<file path="src/rtl/seg7_scan4_if.sv">
// Display-side bundle for seg7_scan4: BCD digits, DP requests and scan enable in;
// active-low anode/segment/decimal-point pins out.
interface seg7_scan4_if;
  logic       EN;
  logic [3:0] D0;
  logic [3:0] D1;
  logic [3:0] D2;
  logic [3:0] D3;
  logic [3:0] DP_IN;
  logic [3:0] AN;
  logic [6:0] SEG;
  logic       DP;

  modport master (output EN, D0, D1, D2, D3, DP_IN, input AN, SEG, DP);
  modport slave  (input EN, D0, D1, D2, D3, DP_IN, output AN, SEG, DP);
endinterface

</file>
<file path="src/rtl/seg7_scan4.sv">
// Four-digit time-multiplexed common-anode 7-segment driver with registered pins.
// Optional macro LEADING_ZERO_BLANK_EN blanks leading zero digits (D0 always shown).

module seg7_scan4_lane #(
  parameter bit BLANKABLE = 1'b1
) (
  input  logic [3:0] digit,
  input  logic       dp_req,
  input  logic       upper_zero,
  output logic [6:0] seg,
  output logic       blank
);
`ifdef LEADING_ZERO_BLANK_EN
  localparam bit LZB = 1'b1;
`else
  localparam bit LZB = 1'b0;
`endif

  always_comb begin
    seg = 7'b1111110;
    unique case (digit)
      4'd0: seg = 7'b0000001;
      4'd1: seg = 7'b1001111;
      4'd2: seg = 7'b0010010;
      4'd3: seg = 7'b0000110;
      4'd4: seg = 7'b1001100;
      4'd5: seg = 7'b0100100;
      4'd6: seg = 7'b0100000;
      4'd7: seg = 7'b0001111;
      4'd8: seg = 7'b0000000;
      4'd9: seg = 7'b0000100;
      default: seg = 7'b1111110;
    endcase
  end

  // A requested decimal point keeps an otherwise-leading zero visible.
  assign blank = LZB && BLANKABLE && upper_zero && (digit == 4'd0) && !dp_req;
endmodule

module seg7_scan4 #(
  parameter int SCAN_DIV = 50000
) (
  input  logic          CP,
  input  logic          nCR,
  seg7_scan4_if.slave   bus
);
  localparam int NUM_LANES = 4;
  localparam int PW        = (SCAN_DIV > 2) ? $clog2(SCAN_DIV) : 1;

  if (SCAN_DIV < 2) begin : g_bad_div
    $error("seg7_scan4: SCAN_DIV must be >= 2");
  end

  logic [PW-1:0]                  pre;
  logic [1:0]                     sel;
  logic                           tick;
  logic [NUM_LANES-1:0][3:0]      dig;
  logic [NUM_LANES-1:0][6:0]      lane_seg;
  logic [NUM_LANES-1:0]           lane_blank;
  logic [NUM_LANES-1:0]           upper_zero;
  logic                           lit;

  assign dig  = {bus.D3, bus.D2, bus.D1, bus.D0};
  assign tick = (pre == PW'(SCAN_DIV - 1));

  // upper_zero[i]: every digit above position i is zero.
  always_comb begin
    upper_zero = '1;
    for (int i = NUM_LANES - 2; i >= 0; i--)
      upper_zero[i] = upper_zero[i+1] && (dig[i+1] == 4'd0);
  end

  for (genvar g = 0; g < NUM_LANES; g++) begin : g_lane
    seg7_scan4_lane #(.BLANKABLE(g != 0)) u_lane (
      .digit      (dig[g]),
      .dp_req     (bus.DP_IN[g]),
      .upper_zero (upper_zero[g]),
      .seg        (lane_seg[g]),
      .blank      (lane_blank[g])
    );
  end

  always_ff @(posedge CP or negedge nCR) begin
    if (!nCR) begin
      pre <= '0;
      sel <= '0;
    end else if (bus.EN) begin
      if (tick) begin
        pre <= '0;
        sel <= sel + 2'd1;
      end else begin
        pre <= pre + PW'(1);
      end
    end
  end

  assign lit = bus.EN && !lane_blank[sel];

  // Outputs come straight from flops so the anodes never glitch two-low.
  always_ff @(posedge CP or negedge nCR) begin
    if (!nCR) begin
      bus.AN  <= 4'b1111;
      bus.SEG <= 7'b1111111;
      bus.DP  <= 1'b1;
    end else if (lit) begin
      bus.AN  <= ~(4'b0001 << sel);
      bus.SEG <= lane_seg[sel];
      bus.DP  <= ~bus.DP_IN[sel];
    end else begin
      bus.AN  <= 4'b1111;
      bus.SEG <= 7'b1111111;
      bus.DP  <= 1'b1;
    end
  end
endmodule

</file>
<file path="src/flat_wrapper.sv">
// flat-port wrapper written by rule: the top's interface ports become plain ports
module seg7_scan4_flat 
#(
  parameter int SCAN_DIV = 50000
)
  (CP, nCR, bus_EN, bus_D0, bus_D1, bus_D2, bus_D3, bus_DP_IN, bus_AN, bus_SEG, bus_DP);
  seg7_scan4_if bus_i ();
  input  logic CP;
  input  logic nCR;
  input wire logic [$bits(bus_i.EN)-1:0] bus_EN;
  input wire logic [$bits(bus_i.D0)-1:0] bus_D0;
  input wire logic [$bits(bus_i.D1)-1:0] bus_D1;
  input wire logic [$bits(bus_i.D2)-1:0] bus_D2;
  input wire logic [$bits(bus_i.D3)-1:0] bus_D3;
  input wire logic [$bits(bus_i.DP_IN)-1:0] bus_DP_IN;
  output wire logic [$bits(bus_i.AN)-1:0] bus_AN;
  output wire logic [$bits(bus_i.SEG)-1:0] bus_SEG;
  output wire logic [$bits(bus_i.DP)-1:0] bus_DP;
  assign bus_i.EN = bus_EN;
  assign bus_i.D0 = bus_D0;
  assign bus_i.D1 = bus_D1;
  assign bus_i.D2 = bus_D2;
  assign bus_i.D3 = bus_D3;
  assign bus_i.DP_IN = bus_DP_IN;
  assign bus_AN = bus_i.AN;
  assign bus_SEG = bus_i.SEG;
  assign bus_DP = bus_i.DP;
  seg7_scan4 #(.SCAN_DIV(SCAN_DIV)) u_core (.CP(CP), .nCR(nCR), .bus(bus_i));
endmodule
</file>
<file path="config.mk">
export PLATFORM = sky130hd
export DESIGN_NAME = seg7_scan4_flat
export DESIGN_NICKNAME = d
export VERILOG_FILES = /design/src/rtl/seg7_scan4_if.sv /design/src/rtl/seg7_scan4.sv /design/src/flat_wrapper.sv
export SDC_FILE = /design/constraint.sdc
export NUM_CORES = 1
export LEC_CHECK = 0
export CAP_MARGIN = 0
export CORE_MARGIN = 1
export CORE_UTILIZATION = 55
export DETAILED_ROUTE_END_ITERATION = 10
export GPL_TIMING_DRIVEN = 0
export PLACE_DENSITY = 0.92
export REMOVE_ABC_BUFFERS = 1
export SKIP_CTS_REPAIR_TIMING = 1
export SYNTH_ARGS = -nofsm -noshare
export SYNTH_HDL_FRONTEND = slang
export SYNTH_SLANG_ARGS = --single-unit
</file>
<file path="constraint.sdc">
create_clock -name CP -period 3.9 [get_ports CP]
set_input_delay 0.585 -clock CP [delete_from_list [all_inputs] [get_ports CP]]
set_output_delay 0.585 -clock CP [all_outputs]
set_load 0.05 [all_outputs]
</file>
==> metrics <==
Reg2Reg Depth=3; grt met1 use=0.303; final hold violations=0; CTS Sinks=30; r2r endpoint=u_core.bus.SEG[3]$_DFF_PN1_; grt met3 use=0.0521; Slew Limit Fails=0; Final period util=0.591; Ports=35; post-DP HPWL=3450 um; Hold Crit Class=input pin to asynchronous set/reset pin; Leak=0.00116 uW; Max Cap Viol=0; antenna violations before repair=0; Worst-Skew Late Latency=0.28 ns; CP max stage delay=0.97 ns; DIE WIDTH=65.4 um; most frequent CP cell=and4_4; CP max-delay cell=clkdlybuf4s50_1; sw frac=0.327; WP buf/inv=1; Initial Util=0.590; crit-path max FO=20; RSZ-0062 raised after global routing=no; asr flop ratio synth=1.00; clock slew seen by the registers of the worst setup and hold paths=0.07 ns; Final nets=310; DRC=0; Setup CP Type=input pin to flip-flop; Core Area=3740 sq um; largest net degree at the start of global routing=31; grt total ovfl=0; Final Skew=0.00388 ns; share of cells above drive strength 1=0.133; Critical Path Start Type=input pin; Total Power=881 uW; routed vias=1806; relative slew slack=0.482; Switch Pwr=288 uW; setup tns final=0 ns; FF-to-FF Start=u_core.sel[0]$_DFFE_PN0P_; TritonRoute pass-1 iters=4; Final min period=2.31 ns; Combinational Power Share=0.236; worst path required time=4.07 ns; DR WL/cell=15.0 um; Die Y=65.4 um; VDD IR max=0.000200 V; Netlist cell types=53; vias per cell=5.81; clock tree root driver cell=clkbuf_8; post-route ant nets=0; Fin Hold WS=0.319 ns; Rows=22; PD cells=335 nW/um^2; GP Congestion=0.859; Die Area=4280 sq um; Filler cells=282; Stages on worst setup path=5; final wirelength=4680 um; Layout area overhead=19.0%; 1st-iter DRT viols=158; WP data arrival=2.47 ns; Reg2Reg Setup Slack=2.20 ns; Primary FF master, synth=dfrtp_1; Clock power frac=0.296; mean area per synthesized cell=9.48 sq um; Post-synth EDFFs=0; endpoint class of the critical path=flip-flop; first-pass GRT wire length=7800 um; Worst path top cell family by delay=buffers and inverters; ordered list of cells on the worst path=clkdlybuf4s50_1, and4_4, and4_4, nand2b_1, mux2i_1; Post-Syn Instances=233; Yosys reg bits=30; CTS tree=built; Cell Area, Synth=2210 sq um; sequential fraction of design power=0.467; CTS Buf Count=5; diode count=0; vias in the first global route=1715; Final setup viols=0; status=completed; internal power=593 uW; total track usage=0.243; busiest layer in global routing=met2; Max Root-Sink Buffers=2; H-tree levels=2; Slew @ Worst Pin=0.774 ns; Yosys Warn Count=0; Global Route met2 Usage=0.393; Seq/Total Area, Yosys=0.347; port buffer count=34; FMAX=0.434 GHz
[sequential cells by signal (all words and copies together), names as in the netlist]
signal	flops
u_core.bus.AN	4
u_core.bus.DP	1
u_core.bus.SEG	7
u_core.pre	16
u_core.sel	2
[per-layer routing]
layer / share of wire / vias to the layer above / wire [um]
met5: 0 / - / 0
met4: 0.027 / 0 / 125
met3: 0.048 / 11 / 225
met2: 0.48 / 59 / 2240
met1: 0.45 / 853 / 2090
li1: - / 883 / -
[cells in the final DEF (no fill, tap or decap), types with 2 or more instances in the layout]
| cell type | n |
|---|---|
| nand4_1 | 4 |
| a211oi_1 | 3 |
| o22ai_1 | 2 |
| o21ai_1 | 4 |
| ha_1 | 25 |
| nand2_1 | 21 |
| nand2b_1 | 5 |
| clkdlybuf4s50_1 | 33 |
| o21ai_0 | 14 |
| xnor2_1 | 10 |
| dfstp_2 | 12 |
| nor2_1 | 15 |
| nand3b_1 | 2 |
| o211ai_1 | 4 |
| and4_4 | 3 |
| nand4_2 | 2 |
| mux2i_1 | 5 |
| xor2_1 | 4 |
| a21oi_1 | 11 |
| o311ai_0 | 2 |
| dfrtp_1 | 18 |
| nand3_1 | 4 |
| nor2b_1 | 2 |
| nor4bb_1 | 2 |
| and3_1 | 3 |
| clkbuf_8 | 6 |
| a221oi_1 | 5 |
| inv_1 | 17 |
[cell families (layout without fill, tap and decap cells)]
| kind of cell | count (synthesis) | in the layout | share of synthesized area |
|---|---|---|---|
| multiplexers | 8 | 8 | 0.0447 |
| adder cells (fa/ha/maj) | 25 | 25 | 0.142 |
| XOR/XNOR | 14 | 14 | 0.0555 |
| AND/OR/NAND/NOR | 71 | 71 | 0.183 |
| flip-flops | 30 | 30 | 0.347 |
| AO/OA/AOI/OAI | 56 | 56 | 0.167 |
| buffers and inverters | 29 | 59 | 0.0612 |
[cells in the mapped netlist, drive strengths merged (3+ instances only)]
master	number	area, sq um
ha	25	313
nand2	22	85.1
o21ai	19	98.9
dfrtp	18	450
inv	17	63.8
nor2	16	62.6
dfstp	12	315
a21oi	11	55.1
xnor2	10	87.6
buf	8	55.1
nand4	6	50.0
a221oi	5	43.8
mux2i	5	50.1
nand2b	5	31.3
and4	4	42.5
clkbuf	4	16.3
nand3	4	20.0
o211ai	4	30.0
xor2	4	35.0
a211oi	3	22.5
and3	3	18.8
[power by group through the flow]
stage | Sequential (uW) | Combinational, uW | Clock (uW)
after detailed placement | 413 | 208 | 0
after global placement | 410 | 200 | 0
after CTS | 409 | 210 | 264
after global routing | 416 | 232 | 278
final | 412 | 208 | 261
after floorplan | 423 | 111 | 0
[worst max path at each step]
stage | from | to
finish | bus_EN | u_core.pre[15]$_DFFE_PN0P_
global route | bus_EN | u_core.pre[15]$_DFFE_PN0P_
CTS | bus_EN | u_core.pre[15]$_DFFE_PN0P_
detailed placement | bus_EN | u_core.pre[15]$_DFFE_PN0P_
global placement | bus_EN | u_core.pre[15]$_DFFE_PN0P_
floorplan | bus_D2[1] | u_core.bus.SEG[6]$_DFF_PN1_
[through the flow]
step                utilization  cell area [sq um]  setup slack, ns  cells
global placement          0.678               2540             1.35    303
global route              0.702               2630             1.47    311
detailed placement        0.678               2540             1.32    303
finish                    0.702               2630             1.59    311
CTS                       0.704               2630             1.62    311
floorplan                     -               2140             2.34    221
[layout make-up]
type | instances | area (sq um) | share of cell area
Clock buffer | 6 | 82.6 | 0.0314
Clock inverter | 2 | 12.5 | 0.00476
Inverter | 17 | 63.8 | 0.0243
Multi-Input combinational cell | 174 | 1310 | 0.498
Sequential cell | 30 | 766 | 0.291
Tap cell | 48 | 60.1 | 0.0228
Timing Repair Buffer | 34 | 335 | 0.128
No activity file was read; power rests on OpenSTA's default activity.
